### src/rtl/wb_cmd_master.sv
// wb_cmd_master: Wishbone classic initiator.
// Each accepted command becomes exactly one Wishbone cycle, and only one
// cycle is outstanding at a time. A cycle that gets no ack_i/err_i within
// TIMEOUT strobe cycles is abandoned. The response is held until the
// consumer takes it.
module wb_cmd_master #(
    parameter int AW      = 32,
    parameter int DW      = 32,
    parameter int TIMEOUT = 64
) (
    input  logic            clk_i,
    input  logic            rst_i,
    // command side
    input  logic            cmd_valid,
    output logic            cmd_ready,
    input  logic            cmd_we,
    input  logic [AW-1:0]   cmd_addr,
    input  logic [DW-1:0]   cmd_wdata,
    input  logic [DW/8-1:0] cmd_sel,
    // response side
    output logic            rsp_valid,
    input  logic            rsp_ready,
    output logic [DW-1:0]   rsp_rdata,
    output logic            rsp_err,
    output logic            rsp_timeout,
    output logic [15:0]     timeout_cnt,
    // Wishbone request
    output logic [AW-1:0]   adr_o,
    output logic [DW-1:0]   dat_o,
    output logic [DW/8-1:0] sel_o,
    output logic            we_o,
    output logic            cyc_o,
    output logic            stb_o,
    // Wishbone response
    input  logic [DW-1:0]   dat_i,
    input  logic            ack_i,
    input  logic            err_i
);

    // Wait counter must hold values 0..TIMEOUT-1; keep at least one bit when the timeout is disabled.
    localparam int CW = (TIMEOUT > 0) ? $clog2(TIMEOUT + 1) : 1;
    localparam logic [CW-1:0] LAST_WAIT = CW'((TIMEOUT > 0) ? TIMEOUT - 1 : 0);

    typedef enum logic [1:0] {
        IDLE,
        BUS,
        RESP
    } state_t;

    state_t          state;
    logic [CW-1:0]   wait_cnt;
    logic            timeout_hit;

    // Last permitted strobe cycle has been reached without a responder answer.
    assign timeout_hit = (TIMEOUT != 0) && (wait_cnt == LAST_WAIT);

    // Single FSM: every output is a register, so the bus sees no glitches and cmd_ready has no path from cmd_valid.
    always_ff @(posedge clk_i) begin
        // NOTE: sequential state uses non-blocking assignments so all registers update together at the edge.
        if (rst_i) begin
            state       <= IDLE;
            wait_cnt    <= '0;
            cmd_ready   <= 1'b0;
            rsp_valid   <= 1'b0;
            rsp_rdata   <= '0;
            rsp_err     <= 1'b0;
            rsp_timeout <= 1'b0;
            timeout_cnt <= '0;
            adr_o       <= '0;
            dat_o       <= '0;
            sel_o       <= '0;
            we_o        <= 1'b0;
            cyc_o       <= 1'b0;
            stb_o       <= 1'b0;
        end else begin
            case (state)
                IDLE: begin
                    if (cmd_ready && cmd_valid) begin
                        adr_o     <= cmd_addr;
                        dat_o     <= cmd_wdata;
                        sel_o     <= cmd_sel;
                        we_o      <= cmd_we;
                        cyc_o     <= 1'b1;
                        stb_o     <= 1'b1;
                        cmd_ready <= 1'b0;
                        wait_cnt  <= '0;
                        state     <= BUS;
                    end else begin
                        // Covers the first cycle after reset, when cmd_ready is still low.
                        cmd_ready <= 1'b1;
                    end
                end

                BUS: begin
                    if (ack_i || err_i || timeout_hit) begin
                        cyc_o     <= 1'b0;
                        stb_o     <= 1'b0;
                        rsp_valid <= 1'b1;
                        state     <= RESP;
                    end else begin
                        wait_cnt  <= wait_cnt + 1'b1;
                    end

                    // ack_i takes priority over err_i, and err_i over the timeout.
                    if (ack_i) begin
                        rsp_rdata   <= we_o ? '0 : dat_i;
                        rsp_err     <= 1'b0;
                        rsp_timeout <= 1'b0;
                    end else if (err_i) begin
                        rsp_rdata   <= '0;
                        rsp_err     <= 1'b1;
                        rsp_timeout <= 1'b0;
                    end else if (timeout_hit) begin
                        rsp_rdata   <= '0;
                        rsp_err     <= 1'b1;
                        rsp_timeout <= 1'b1;
                        if (timeout_cnt != 16'hFFFF) begin
                            timeout_cnt <= timeout_cnt + 16'd1;
                        end
                    end
                end

                RESP: begin
                    if (rsp_ready) begin
                        rsp_valid <= 1'b0;
                        cmd_ready <= 1'b1;
                        state     <= IDLE;
                    end
                end

                default: begin
                    state <= IDLE;
                end
            endcase
        end
    end

endmodule

### config.mk
export PLATFORM = sky130hd
export DESIGN_NAME = wb_cmd_master
export DESIGN_NICKNAME = d
export VERILOG_FILES = /design/src/rtl/wb_cmd_master.sv
export SDC_FILE = /design/constraint.sdc
export NUM_CORES = 1
export LEC_CHECK = 0
export CAP_MARGIN = 40
export CORE_ASPECT_RATIO = 1.25
export CORE_UTILIZATION = 44
export CTS_CLUSTER_SIZE = 12
export DETAILED_ROUTE_END_ITERATION = 12
export GPL_TIMING_DRIVEN = 0
export PLACE_DENSITY = 0.86
export SLEW_MARGIN = 5
export SYNTH_ARGS = -nofsm -noshare
export SYNTH_HDL_FRONTEND = slang
export SYNTH_SLANG_ARGS = --single-unit
### constraint.sdc
create_clock -name clk_i -period 6 [get_ports clk_i]
set_input_delay 0.9 -clock clk_i [delete_from_list [all_inputs] [get_ports clk_i]]
set_output_delay 0.9 -clock clk_i [all_outputs]
set_load 0.05 [all_outputs]
==> summary.md <==
The run gives 5026 as the number of global-route vias before repair. For the weighted congestion at the end of routability-driven global placement, the log shows 0.849. The met3 wire length is 1.04 mm, and the highest achievable clock rate is 333 MHz. For the worst-skew pair, the clock arrives at the later sink with an insertion delay of 0.42 ns. The cell row count is 42.

The final count of hold timing violations is 0, and the core region area is 10600 sq um. After clock tree synthesis, the setup repair step added 0 buffers. The wire-length estimate of the detail-placed layout is 11.2 mm. Main flop type after synthesis: sky130_fd_sc_hd__dfxtp_1. The routed layout has 5118 vias. For the worst setup path, the data required time is 6.31 ns.

In this run the remaining antenna-violating nets after routing total 0. Setup repair after global routing left no endpoint under its margin. The maximum clock insertion buffer count is 2.

The count of buffers inserted at the top-level ports is 228, and the ratio of final minimum period to clock period is 50.0%. The number of gates resized after CTS was 0. After the first detailed-routing iteration, the DRC count stood at 283. The count of inserted antenna diode cells was 0.

For this design, the sink count on the clock tree is 131. The number of endpoints failing setup at the final stage is 0. Across the whole layout, storage elements account for 2620 sq um. After detailed routing, the wire length on met1 is 5.89 mm.

The power density relative to cell area works out to 313 nW/um^2. The worst setup path is launched from an input port. Largest fanout on the critical path: 7.

Once the floorplan was initialized, standard cells occupied 45.2% of the core. In the final timing run, aggregate negative setup slack is 0 ns. The arrival time at the worst endpoint was 3.31 ns. The library cell used most frequently in the layout, excluding fill and tap cells, is sky130_fd_sc_hd__clkdlybuf4s50_1. The worst setup path is of the input port to flop kind. The post-route netlist has 5.06% of its cells at a drive strength greater than 1.

The initial antenna violation count is 0, and the number of max-capacitance violations reported is 0. Clock-pin slew was measured on the worst setup and hold paths at 0.06 ns. The worst clock skew is 0.0139 ns.

The number of pins with negative max-slew slack in the final report is 0, and the leakage power summed over all cells is 2.81 nW. In this run the vertical extent of the chip is 119 um. Summing all non-filler instances in the final layout gives an area of 7950 sq um. The synthesized area divided by synthesized cell count was 8.72 sq um. For the pin with the worst max-slew slack, the measured transition is 0.840 ns. The top cell types in the final layout, fill and taps aside, are 228 x sky130_fd_sc_hd__clkdlybuf4s50_1, 149 x sky130_fd_sc_hd__nand2_1, 131 x sky130_fd_sc_hd__dfxtp_1. The uppermost layer routed was met4. The first global-routing pass estimated 24.5 mm of wire. The endpoint type of the worst setup path is a flop.

The worst pin sits at a relative slew slack of 43.5%. The pre-antenna-repair detailed-routing pass consisted of 5 iterations. The tree is rooted in a sky130_fd_sc_hd__clkbuf_16. In this run the count of I/O pins placed on the die edge is 230. The sum of overflow across all layers after global routing was 0. Of the synthesized area, sequential elements account for 54.7%.

The run gives 15.9 mm as the wire length reported by the detailed router. Entering global routing, the biggest net connects 17 pins. The run gives 46 as the count of different cell masters after synthesis. The cell type with the largest total area after synthesis was sky130_fd_sc_hd__dfxtp_1. After detailed placement, the total cell area comes to 7250 sq um. The clock tree synthesis step divided the H-tree into 4 levels.

The minimum period implied by the final worst setup slack is 3.00 ns. The logs give 0.208 mV for the worst vdd rail ir drop and 4800 sq um for the combined area of all synthesized cells. For the number of buffers inserted for hold repair after clock tree synthesis, the log shows 0.

In the synthesized netlist the async set-or-reset flop fraction comes to 0%. The full die area was 11300 sq um. Yosys attributes the largest share of cell area to sky130_fd_sc_hd__dfxtp_1 55%, sky130_fd_sc_hd__nand2_1 12%, sky130_fd_sc_hd__a21oi_1 9.4%. Number of enable flip-flop cells after synthesis: 0.

From synthesis to final layout, the design area changed by 65.7%. After detailed routing, the average wire length per cell comes to 16.8 um. For this run, design rule violations remaining after detail routing come to 0. The number of nets in the finished design came out at 906.

Synthesis produced a netlist with a net count of 659. Buffers inserted during clock tree synthesis total 17. The worst hold path class was flop to flop. Summed over its instances, the top area cell type makes up 54.7% of the synthesized netlist area.

The multi-input combinational cell area is 2010 sq um. The via density per instance was 5.43. TritonCTS built the clock tree.

The run gives 0 as the number of warnings issued by yosys. The global router's overall resource usage was 28.2%; the wire length on met2 was 8.56 mm. The cell count after synthesis is 550. In this run, synthesis produced a sequential element count of 131. The run finished with clean final reports. The die extent in x is 95.4 um, and the filler cell count in the final layout is 764.
## synthesized netlist by cell type (2+ instances only)
cell type                    n
sky130_fd_sc_hd__nor2b_1     4
sky130_fd_sc_hd__nand2_1   149
sky130_fd_sc_hd__buf_1       4
sky130_fd_sc_hd__nand4_1     6
sky130_fd_sc_hd__or2_2       3
sky130_fd_sc_hd__or3_1       3
sky130_fd_sc_hd__a31oi_1     3
sky130_fd_sc_hd__nand3_1    14
sky130_fd_sc_hd__a22o_1     32
sky130_fd_sc_hd__nor2_1      6
sky130_fd_sc_hd__nand3b_1    3
sky130_fd_sc_hd__or4_1      10
sky130_fd_sc_hd__clkbuf_1   33
sky130_fd_sc_hd__inv_1       5
sky130_fd_sc_hd__nor4_1      4
sky130_fd_sc_hd__and4_1      2
sky130_fd_sc_hd__nor3_1      4
sky130_fd_sc_hd__o21a_1      3
sky130_fd_sc_hd__a21oi_1    90
sky130_fd_sc_hd__o21ai_0     6
sky130_fd_sc_hd__o31ai_1     9
sky130_fd_sc_hd__mux2_2      2
sky130_fd_sc_hd__dfxtp_1   131
sky130_fd_sc_hd__ha_1        2
## worst max-delay path: stages
cell and delay (ns):
sky130_fd_sc_hd__clkdlybuf4s50_1 0.52, sky130_fd_sc_hd__or4b_1 0.59, sky130_fd_sc_hd__or4_1 0.47, sky130_fd_sc_hd__buf_2 0.18, sky130_fd_sc_hd__nor4_1 0.28, sky130_fd_sc_hd__mux2_2 0.37
## per-layer routing
metal | global-route usage, % | vias to the layer above
met2 | 50.4 | 208
met1 | 29.5 | 2447
met4 | 12.4 | 0
met5 | 0 | -
li1 | - | 2432
met3 | 8.69 | 31
## registers in the layout, summed over array words and instances (netlist names)
signal	cells
rsp_rdata	32
rsp_timeout	1
dat_o	32
sel_o	4
cmd_ready	1
rsp_err	1
state	2
rsp_valid	1
we_o	1
adr_o	32
stb_o	1
wait_cnt	7
timeout_cnt	16
## path summary, 6_finish.rpt
path	start	endpoint	slack (ns)	cells past startpoint
setup / recovery	ack_i	timeout_cnt[11]$_SDFFE_PP0P_	3.00	6
hold / removal	dat_o[23]$_SDFFE_PP0P_	dat_o[23]$_SDFFE_PP0P_	0.45	2
setup reg to reg	timeout_cnt[0]$_SDFFE_PP0P_	timeout_cnt[3]$_SDFFE_PP0P_	3.55	6
hold reg to reg	dat_o[23]$_SDFFE_PP0P_	dat_o[23]$_SDFFE_PP0P_	0.45	2
## cell type report
type	instances	share of cell area [%]
clock buffers	19	5.70
well taps	132	2.08
inverters	5	0.236
clock inverters	13	3.19
repair buffers	228	28.7
plain buffers	39	1.90
multi-input cells	375	25.2
flip-flops and latches	131	33.0
## cells by family after synthesis
kind of cell    share of synthesized area, %
simple gates                            20.9
compound gates                          19.7
flops                                   54.7
buf+inv                                 3.55
mux                                    0.678
fa+ha+maj                              0.521
## power breakdown
part           switching [mW]  internal, mW
Combinational           0.200         0.138
Clock                   0.389         0.844
Sequential             0.0185         0.902
Total                   0.608          1.88
## through the flow
stage / cells / power [mW] / util [%] / setup WS [ns] / hold WS (ns)
after global placement: 910 / 1.27 / 68.3 / 2.61 / 0.431
after floorplan: 550 / 1.12 / - / 3.26 / 0.419
after CTS: 942 / 2.50 / 74.9 / 3.02 / 0.455
after detailed placement: 910 / 1.27 / 68.3 / 2.60 / 0.446
final: 942 / 2.49 / 74.9 / 3.00 / 0.451
after global routing: 942 / 2.56 / 74.9 / 2.97 / 0.473
No activity file was read; power rests on OpenSTA's default activity.
